`src/rtl/bcd_scoreboard.sv`:
```
// bcd_scoreboard: packed BCD score counter with a two-stage pipelined 5x5 glyph renderer.
module bcd_scoreboard #(
  parameter int NDIGITS    = 4,
  parameter int SCALE_LOG2 = 2,
  parameter int X0         = 16,
  parameter int Y0         = 8,
  parameter int BLANK_LZ   = 1
) (
  input  logic                   clk,
  input  logic                   reset,
  input  logic [8:0]             hpos,
  input  logic [8:0]             vpos,
  input  logic                   inc,
  input  logic                   load,
  input  logic [4*NDIGITS-1:0]   load_value,
  input  logic                   clear,
  output logic [4*NDIGITS-1:0]   score,
  output logic                   overflow,
  output logic                   pixel
);
  localparam int S  = 1 << SCALE_LOG2;
  localparam int XW = NDIGITS * 6 * S;
  localparam int YH = 5 * S;

  function automatic logic [0:4][4:0] glyph(input logic [3:0] d);
    case (d)
      4'd0:    glyph = {5'h1F, 5'h11, 5'h11, 5'h11, 5'h1F};
      4'd1:    glyph = {5'h0C, 5'h04, 5'h04, 5'h04, 5'h1F};
      4'd2:    glyph = {5'h1F, 5'h01, 5'h1F, 5'h10, 5'h1F};
      4'd3:    glyph = {5'h1F, 5'h01, 5'h1F, 5'h01, 5'h1F};
      4'd4:    glyph = {5'h11, 5'h11, 5'h1F, 5'h01, 5'h01};
      4'd5:    glyph = {5'h1F, 5'h10, 5'h1F, 5'h01, 5'h1F};
      4'd6:    glyph = {5'h1F, 5'h10, 5'h1F, 5'h11, 5'h1F};
      4'd7:    glyph = {5'h1F, 5'h01, 5'h01, 5'h01, 5'h01};
      4'd8:    glyph = {5'h1F, 5'h11, 5'h1F, 5'h11, 5'h1F};
      4'd9:    glyph = {5'h1F, 5'h11, 5'h1F, 5'h01, 5'h1F};
      default: glyph = '0;
    endcase
  endfunction

  logic [NDIGITS-1:0][3:0] score_q, score_d, inc_v, clamp_v;
  logic                    ovf_q, ovf_d, carry;

  always_comb begin
    carry = 1'b1;
    for (int i = 0; i < NDIGITS; i++) begin
      inc_v[i]   = carry ? (score_q[i] == 4'd9 ? 4'd0 : score_q[i] + 4'd1) : score_q[i];
      carry      = carry & (score_q[i] == 4'd9);
      clamp_v[i] = load_value[4*i +: 4] > 4'd9 ? 4'd9 : load_value[4*i +: 4];
    end
    score_d = clear ? '0 : load ? clamp_v : inc ? inc_v : score_q;
    ovf_d   = (clear | load) ? 1'b0 : inc ? (ovf_q | carry) : ovf_q;
  end

  always_ff @(posedge clk or negedge reset)
    if (!reset) begin
      score_q <= '0;
      ovf_q   <= 1'b0;
    end else begin
      score_q <= score_d;
      ovf_q   <= ovf_d;
    end

  // Stage 1: beam position to glyph cell, digit slot and blanking flag.
  logic       in_d, blank_d, zero_run;
  logic [9:0] dx, dy, col;
  logic [3:0] slot, nib_d;
  logic [2:0] xbit_d, row_d;

  always_comb begin
    in_d     = int'(hpos) >= X0 && int'(hpos) < X0 + XW && int'(vpos) >= Y0 && int'(vpos) < Y0 + YH;
    dx       = {1'b0, hpos} - 10'(X0);
    dy       = {1'b0, vpos} - 10'(Y0);
    col      = dx >> SCALE_LOG2;
    slot     = 4'(col / 10'd6);
    xbit_d   = 3'(col % 10'd6);
    row_d    = in_d ? 3'(dy >> SCALE_LOG2) : 3'd0;
    nib_d    = 4'd0;
    blank_d  = 1'b0;
    zero_run = 1'b1;
    for (int i = NDIGITS - 1; i >= 0; i--) begin
      zero_run = zero_run & (score_q[i] == 4'd0);
      if (int'(slot) == NDIGITS - 1 - i) begin
        nib_d   = score_q[i];
        blank_d = BLANK_LZ != 0 && i != 0 && zero_run;
      end
    end
  end

  logic       in_q, blank_q, pixel_q;
  logic [3:0] nib_q;
  logic [2:0] xbit_q, row_q;

  always_ff @(posedge clk or negedge reset)
    if (!reset) begin
      in_q    <= 1'b0;
      blank_q <= 1'b0;
      nib_q   <= 4'd0;
      xbit_q  <= 3'd0;
      row_q   <= 3'd0;
    end else begin
      in_q    <= in_d;
      blank_q <= blank_d;
      nib_q   <= nib_d;
      xbit_q  <= xbit_d;
      row_q   <= row_d;
    end

  // Stage 2: glyph row lookup; column 5 of each cell is the inter-digit gap.
  logic [0:4][4:0] g;
  logic [4:0]      g_row;
  logic            pixel_d;

  always_comb begin
    g       = glyph(nib_q);
    g_row   = row_q < 3'd5 ? g[row_q] : 5'd0;
    pixel_d = in_q && !blank_q && xbit_q < 3'd5 && g_row[xbit_q < 3'd5 ? 3'd4 - xbit_q : 3'd0];
  end

  always_ff @(posedge clk or negedge reset)
    if (!reset) pixel_q <= 1'b0;
    else        pixel_q <= pixel_d;

  assign score    = score_q;
  assign overflow = ovf_q;
  assign pixel    = pixel_q;
endmodule
```
`config.mk`:
```
export PLATFORM = sky130hd
export DESIGN_NAME = bcd_scoreboard
export DESIGN_NICKNAME = d
export VERILOG_FILES = /design/src/rtl/bcd_scoreboard.sv
export SDC_FILE = /design/constraint.sdc
export NUM_CORES = 1
export LEC_CHECK = 0
export BUFFER_PORTS_ARGS = -buffer_cell sky130_fd_sc_hd__clkbuf_2
export CAP_MARGIN = 5
export CORE_MARGIN = 4
export CORE_UTILIZATION = 50
export CTS_BUF_LIST = sky130_fd_sc_hd__clkbuf_8
export CTS_CLUSTER_DIAMETER = 120
export DETAILED_ROUTE_END_ITERATION = 16
export PLACE_DENSITY_LB_ADDON = 0.12
export SLEW_MARGIN = 15
export SYNTH_ARGS = -nofsm -noshare
export SYNTH_HDL_FRONTEND = slang
export SYNTH_SLANG_ARGS = --single-unit
```
`constraint.sdc`:
```
create_clock -name clk -period 3.25 [get_ports clk]
set_clock_uncertainty 0.1 [all_clocks]
set_input_delay 0.1625 -clock clk [delete_from_list [all_inputs] [get_ports clk]]
set_output_delay 0.1625 -clock clk [all_outputs]
set_load 0.01 [all_outputs]
```
==> impl_metrics.toml, run 1 <==
[status]
status = "complete, but fails checks"
violations = "setup timing"

[setup_path]
required_ps = 3310
crit_fanout = 5
endpoint_kind = "register"
crit_type = "input pin to register"
cp.arrival_ps = 3550
critPathLaunchType = "input pin"

[synthesis]
synthCells = 405
yosys_warnings = 0
synth_edf_count = 0
synth-main-ff-cell = "dfrtp_1"
yosysSeqAreaShare = 0.235
syn_area_mm2 = 0.00319
synth_top_cell_area_share = 0.235
synth.net_count = 468
synth_top_area_cell = "dfrtp_1"
syn_avg_cell_area_um2 = 7.89
synth.top_cells.by_area = "dfrtp_1 24%, ha_1 9.4%, nor2_1 5.2%, o21ai_0 3.9%, inv_1 3.8%"
synth_seq_cells = 30
ys_types = 65
synth-async-reset-ratio = 1.00

[finish]
syn2layout_area_growth_pct = 34.9
nets = 582
fin_area_mm2 = 0.00431
diodes = 0
final_common_cell = "buf_4"
layout_common_cells = "67 x buf_4, 54 x clkbuf_2, 44 x nor2_1"
final_layout_size_suffix_gt1_frac = 0.325
post-route-util = 0.711

[clocking]
clockBufferDepth = 2
cts_buffers = 5
clkLatencyLatePin_ps = 280
cts_tree = "yes"
h-tree-depth = 2
clock_sinks = 30
clockRootBuffer = "clkbuf_8"
cts.clk_slew.worst_paths_ps = 70

[floorplan]
core-area_mm2 = 0.00606
start_util = 0.527
io_pins = 57
die_y_um = 87.9
rows = 28
dieArea_mm2 = 0.00773
die_w_um = 87.9

[routing]
met3_length_um = 377
dr_wl_met2_um = 4470
wl_per_cell_um = 15.1
firstDrtPassIters = 4
wirelength_um = 8960
vias = 3488
wl_met1_um = 3990
top_layer_used = "met4"
drc = 0
first_iter_violations = 166
vias_per_cell = 5.86
ant_nets = 0

[timing]
fin_hold_ws_ps = 14.6
slew_headroom = 0.466
worst_slew_pin_slew_ps = 802
max_freq_ghz = 0.286
hold_viol_final = 0
rsz0062_at_grt = "yes"
slew_viol_final = 0
setup_slack_ps = -243
finalSetupViolations = 7
min_period_ps = 3490
tns_ps = -1290
period_share = 1.07

[grt]
grt_pass1_wl_um = 14700
grt_usage = 0.234
grt_pass1_vias = 3330
overflow = 0
antenna_found_initial = 0
grt_max_degree = 31

[placement]
place_area_mm2 = 0.00404
globalplace.congestion = 0.872
portBuffers = 56
dpl.hpwl_um = 6780
dp_slack_ps = -610

[power]
p_per_area_mw_per_mm2 = 331
peakVddDrop_mv = 0.250
leakage_nw = 2.03

[run]
cap_violations = 0

[worst_hold_path]
hold_path.class = "input pin to register"
==> where the power goes <==
part	switching, W	internal, W	total, W
Combinational	0.000334	0.000332	0.000666
Sequential	0.0000483	0.000402	0.000450
Clock	0.000143	0.000168	0.000310
Total	0.000525	0.000901	0.00143
==> critical path, stage by stage <==
cell      delay, ps
buf_8           100
inv_4            60
ha_4            120
nor3b_4         230
xor2_2          230
ha_4            190
inv_2            30
or4_4           570
nor4bb_4        190
a211o_1         260
and3_4          150
o311a_4         320
or2_4           270
buf_6           130
o311a_1         290
mux2_4          260
==> cells in the mapped netlist, types with 5 or more instances <==
library cell  count
a211o_1           5
inv_1            32
o31a_1            6
a221oi_1          5
nor4_1            9
o21ai_0          25
ha_1             24
a311oi_1          5
nor2_1           44
a21oi_1          19
nand3_1           6
and2_1            7
mux2i_1           7
nand3b_1          7
o211ai_1          6
nand2_1          30
dfrtp_1          30
o31ai_1           5
o21a_1            8
nor3_1           16
a31oi_1           6
a211oi_1          6
clkbuf_1         17
mux2_2            6
==> flip-flops by register name, summed over array words and instances, names as in the netlist <==
name and count:
overflow 1, blank_q 1, xbit_q 3, in_q 1, pixel 1, score 16
row_q 3, nib_q 4
==> worst paths after layout <==
| path | start | to | slack (ps) | cells after the start |
|---|---|---|---|---|
| max | hpos[5] | nib_q[3] | -240 | 16 |
| min | load_value[12] | score[12] | 10 | 3 |
| max reg2reg | score[1] | score[15] | 610 | 10 |
| min reg2reg | blank_q | pixel | 410 | 2 |
| max in group asynchronous | reset | in_q | 2130 | 2 |
| min in group asynchronous | reset | score[6] | 400 | 2 |
==> through the flow <==
step	std cells	total power (W)
after global routing	595	0.00153
after global placement	575	0.00105
after floorplan	405	0.000851
after CTS	593	0.00142
final	595	0.00143
after detailed placement	575	0.00107
==> cells by family (layout without fill, tap and decap cells) <==
kind of cell	Yosys count	after routing	synth area share
xor gates and xnor gates	5	5	0.0137
AOI/OAI and AO/OA	132	132	0.303
buffers and inverters	54	169	0.0709
DFF	30	30	0.235
muxes	14	14	0.0501
and+or+nand+nor	146	146	0.233
adders and majority gates	24	24	0.0940
==> what timing repair did <==
action	in CTS	in global routing
setup endpoints to repair	7	7
hold buffers	3	0
gates cloned	1	0
hold endpoints to repair	32	0
setup buffers	6	3
pin swaps	3	3
resized for setup	14	10
==> cell type report <==
class / count / area, um2
clock buffers: 6 / 82.6
clock inverters: 2 / 8.76
fillers: 511 / 1750
inverters: 32 / 130
multi-input cells: 321 / 2370
flip-flops and latches: 30 / 751
well taps: 75 / 93.8
repair buffers: 129 / 867
==> routing by layer <==
metal / vias up / global-route usage
met2: 87 / 0.429
li1: 1738 / -
met3: 15 / 0.0320
met1: 1648 / 0.287
met4: 0 / 0.0600
met5: - / 0
Note: power is estimated with default switching activity, not from simulation.
==> inputs of run 2 (changes only) <==
--- a/config.mk
+++ b/config.mk
@@ -12,8 +12,7 @@
 export CTS_BUF_LIST = sky130_fd_sc_hd__clkbuf_8
 export CTS_CLUSTER_DIAMETER = 120
 export DETAILED_ROUTE_END_ITERATION = 16
-export PLACE_DENSITY_LB_ADDON = 0.12
-export SLEW_MARGIN = 15
+export PLACE_DENSITY = 0.82
 export SYNTH_ARGS = -nofsm -noshare
 export SYNTH_HDL_FRONTEND = slang
 export SYNTH_SLANG_ARGS = --single-unit
==> impl_metrics.toml, run 2 (synthesis results as in run 1) <==
[floorplan]
die_w_um = 87.9
start_util = 0.527
core-area_mm2 = 0.00606
die_y_um = 87.9
io_pins = 57
dieArea_mm2 = 0.00773
rows = 28

[clocking]
cts.clk_slew.worst_paths_ps = 70
h-tree-depth = 2
clkLatencyLatePin_ps = 290
clockBufferDepth = 2
clockRootBuffer = "clkbuf_8"
clock_sinks = 30
cts_buffers = 5
cts_tree = "yes"

[setup_path]
crit_type = "input pin to register"
crit_family = "simple AND/OR/NAND/NOR gates"
cp.arrival_ps = 3560
critPathLaunchType = "input pin"
cpPeakStageDelay_ps = 530
crit_chain = "buf_8 -> inv_4 -> ha_4 -> nor3b_4 -> xor2_2 -> ha_4 -> or4_4 -> a221oi_4 -> or2_4 -> a21oi_4 -> o311a_4 -> or2_4 -> buf_6 -> o311a_1 -> mux2_4"
r2r_start = "score[1]"
critPathLaunch = "hpos[5]"
r2r_cells = 10
crit_buf_inv = 3
reg2reg_slack_ps = 650
worst_r2r_endpoint = "score[15]"
crit_fanout = 5
endpoint_kind = "register"
required_ps = 3320
crit_path_top_delay_cell = "or4_4"

[timing]
max_freq_ghz = 0.286
min_period_ps = 3490
rsz0062_at_grt = "yes"
period_share = 1.07
worst_slew_pin_slew_ps = 773
hold_viol_final = 0
slew_viol_final = 0
setup_slack_ps = -241
slew_headroom = 0.484
finalSetupViolations = 6

[power]
leakage_nw = 2.03
peakVddDrop_mv = 0.325
p_per_area_mw_per_mm2 = 332
power.total_w = 0.00145

[worst_hold_path]
min_to = "score[0]"
hold_path.class = "input pin to register"
hp-start = "load_value[0]"
min_path_cells = 3

[placement]
portBuffers = 56
globalplace.congestion = 0.896
dp.cells = 572
dpl.hpwl_um = 7040

[routing]
wl_met1_um = 3990
wl_per_cell_um = 15.9
top_layer_used = "met4"
dr_wl_met2_um = 4650
firstDrtPassIters = 5
ant_nets = 0
vias = 3568
met3_length_um = 621
vias_per_cell = 6.03
drc = 0
first_iter_violations = 157
wirelength_um = 9410

[finish]
layout_common_cells = "62 x buf_4, 54 x clkbuf_2, 43 x nor2_1"
fillCellCount = 435
syn2layout_area_growth_pct = 36.5
post-route-util = 0.719
final_common_cell = "buf_4"
fin_cells = 592
diodes = 0
final_layout_size_suffix_gt1_frac = 0.331
nets = 579
largest_register_ffs = 16

[status]
status = "complete, but fails checks"
violations = "setup timing"

[grt]
grt_pass1_wl_um = 15400
antenna_found_initial = 0
grt_pass1_vias = 3427
overflow = 0
grt_usage = 0.244
grt_max_degree = 31

[run]
cap_violations = 0
-- run 2: how the worst max path moves through the flow --
stage	end	slack, ps	depth (start not counted)
4_1_cts	nib_q[2]	-190	16
3_5_place_dp	nib_q[2]	-600	15
5_1_grt	nib_q[3]	-330	15
3_3_place_gp	nib_q[0]	-490	15
2_1_floorplan	nib_q[0]	-680	15
6_report	nib_q[3]	-240	15
-- run 2: where the power goes --
part	internal (W)	switching (W)	total, W
Sequential	0.000402	0.0000483	0.000450
Combinational	0.000336	0.000349	0.000685
Clock	0.000167	0.000145	0.000313
Total	0.000905	0.000542	0.00145
-- run 2: routing by layer --
layer  track usage  up-vias
met2         0.443      131
met3        0.0405       19
li1              -     1735
met5             0        -
met1         0.303     1683
met4        0.0544        0
-- run 2: stage by stage --
step	hold WS, ps	setup TNS (ps)	setup slack, ps	cell area [um2]
6_report	30.2	-1070	-241	4360
5_1_grt	35.1	-1830	-333	4360
4_1_cts	29.6	-1030	-194	4240
3_5_place_dp	178	-3770	-595	4030
3_3_place_gp	162	-3070	-487	4030
2_1_floorplan	-233	-4250	-677	3340
-- run 2: layout make-up --
cell class,count,area [um2],share of cell area
clock buffers,6,82.6,0.0189
clock inverters,2,8.76,0.00201
inverters,32,130,0.0299
multi-input cells,321,2430,0.558
flip-flops and latches,30,751,0.172
well taps,75,93.8,0.0215
repair buffers,126,861,0.197
-- run 2: worst reg2reg max path: cells and delay by family (launching register included) --
family                     cells  cell delay (ps)
and+or+nand+nor                5             1140
adders and majority gates      1              170
AOI/OAI and AO/OA              3              500
DFF                            1              440
buffers and inverters          1              110
-- run 2: what timing repair did --
item                                   4_1_cts  5_1_grt
setup endpoints to repair                    7        7
endpoints found under the hold margin       32        0
gates cloned                                 1        0
pin swaps                                    9       10
setup buffers                                5        4
gates resized for setup                     13       23
hold buffers                                 3        0
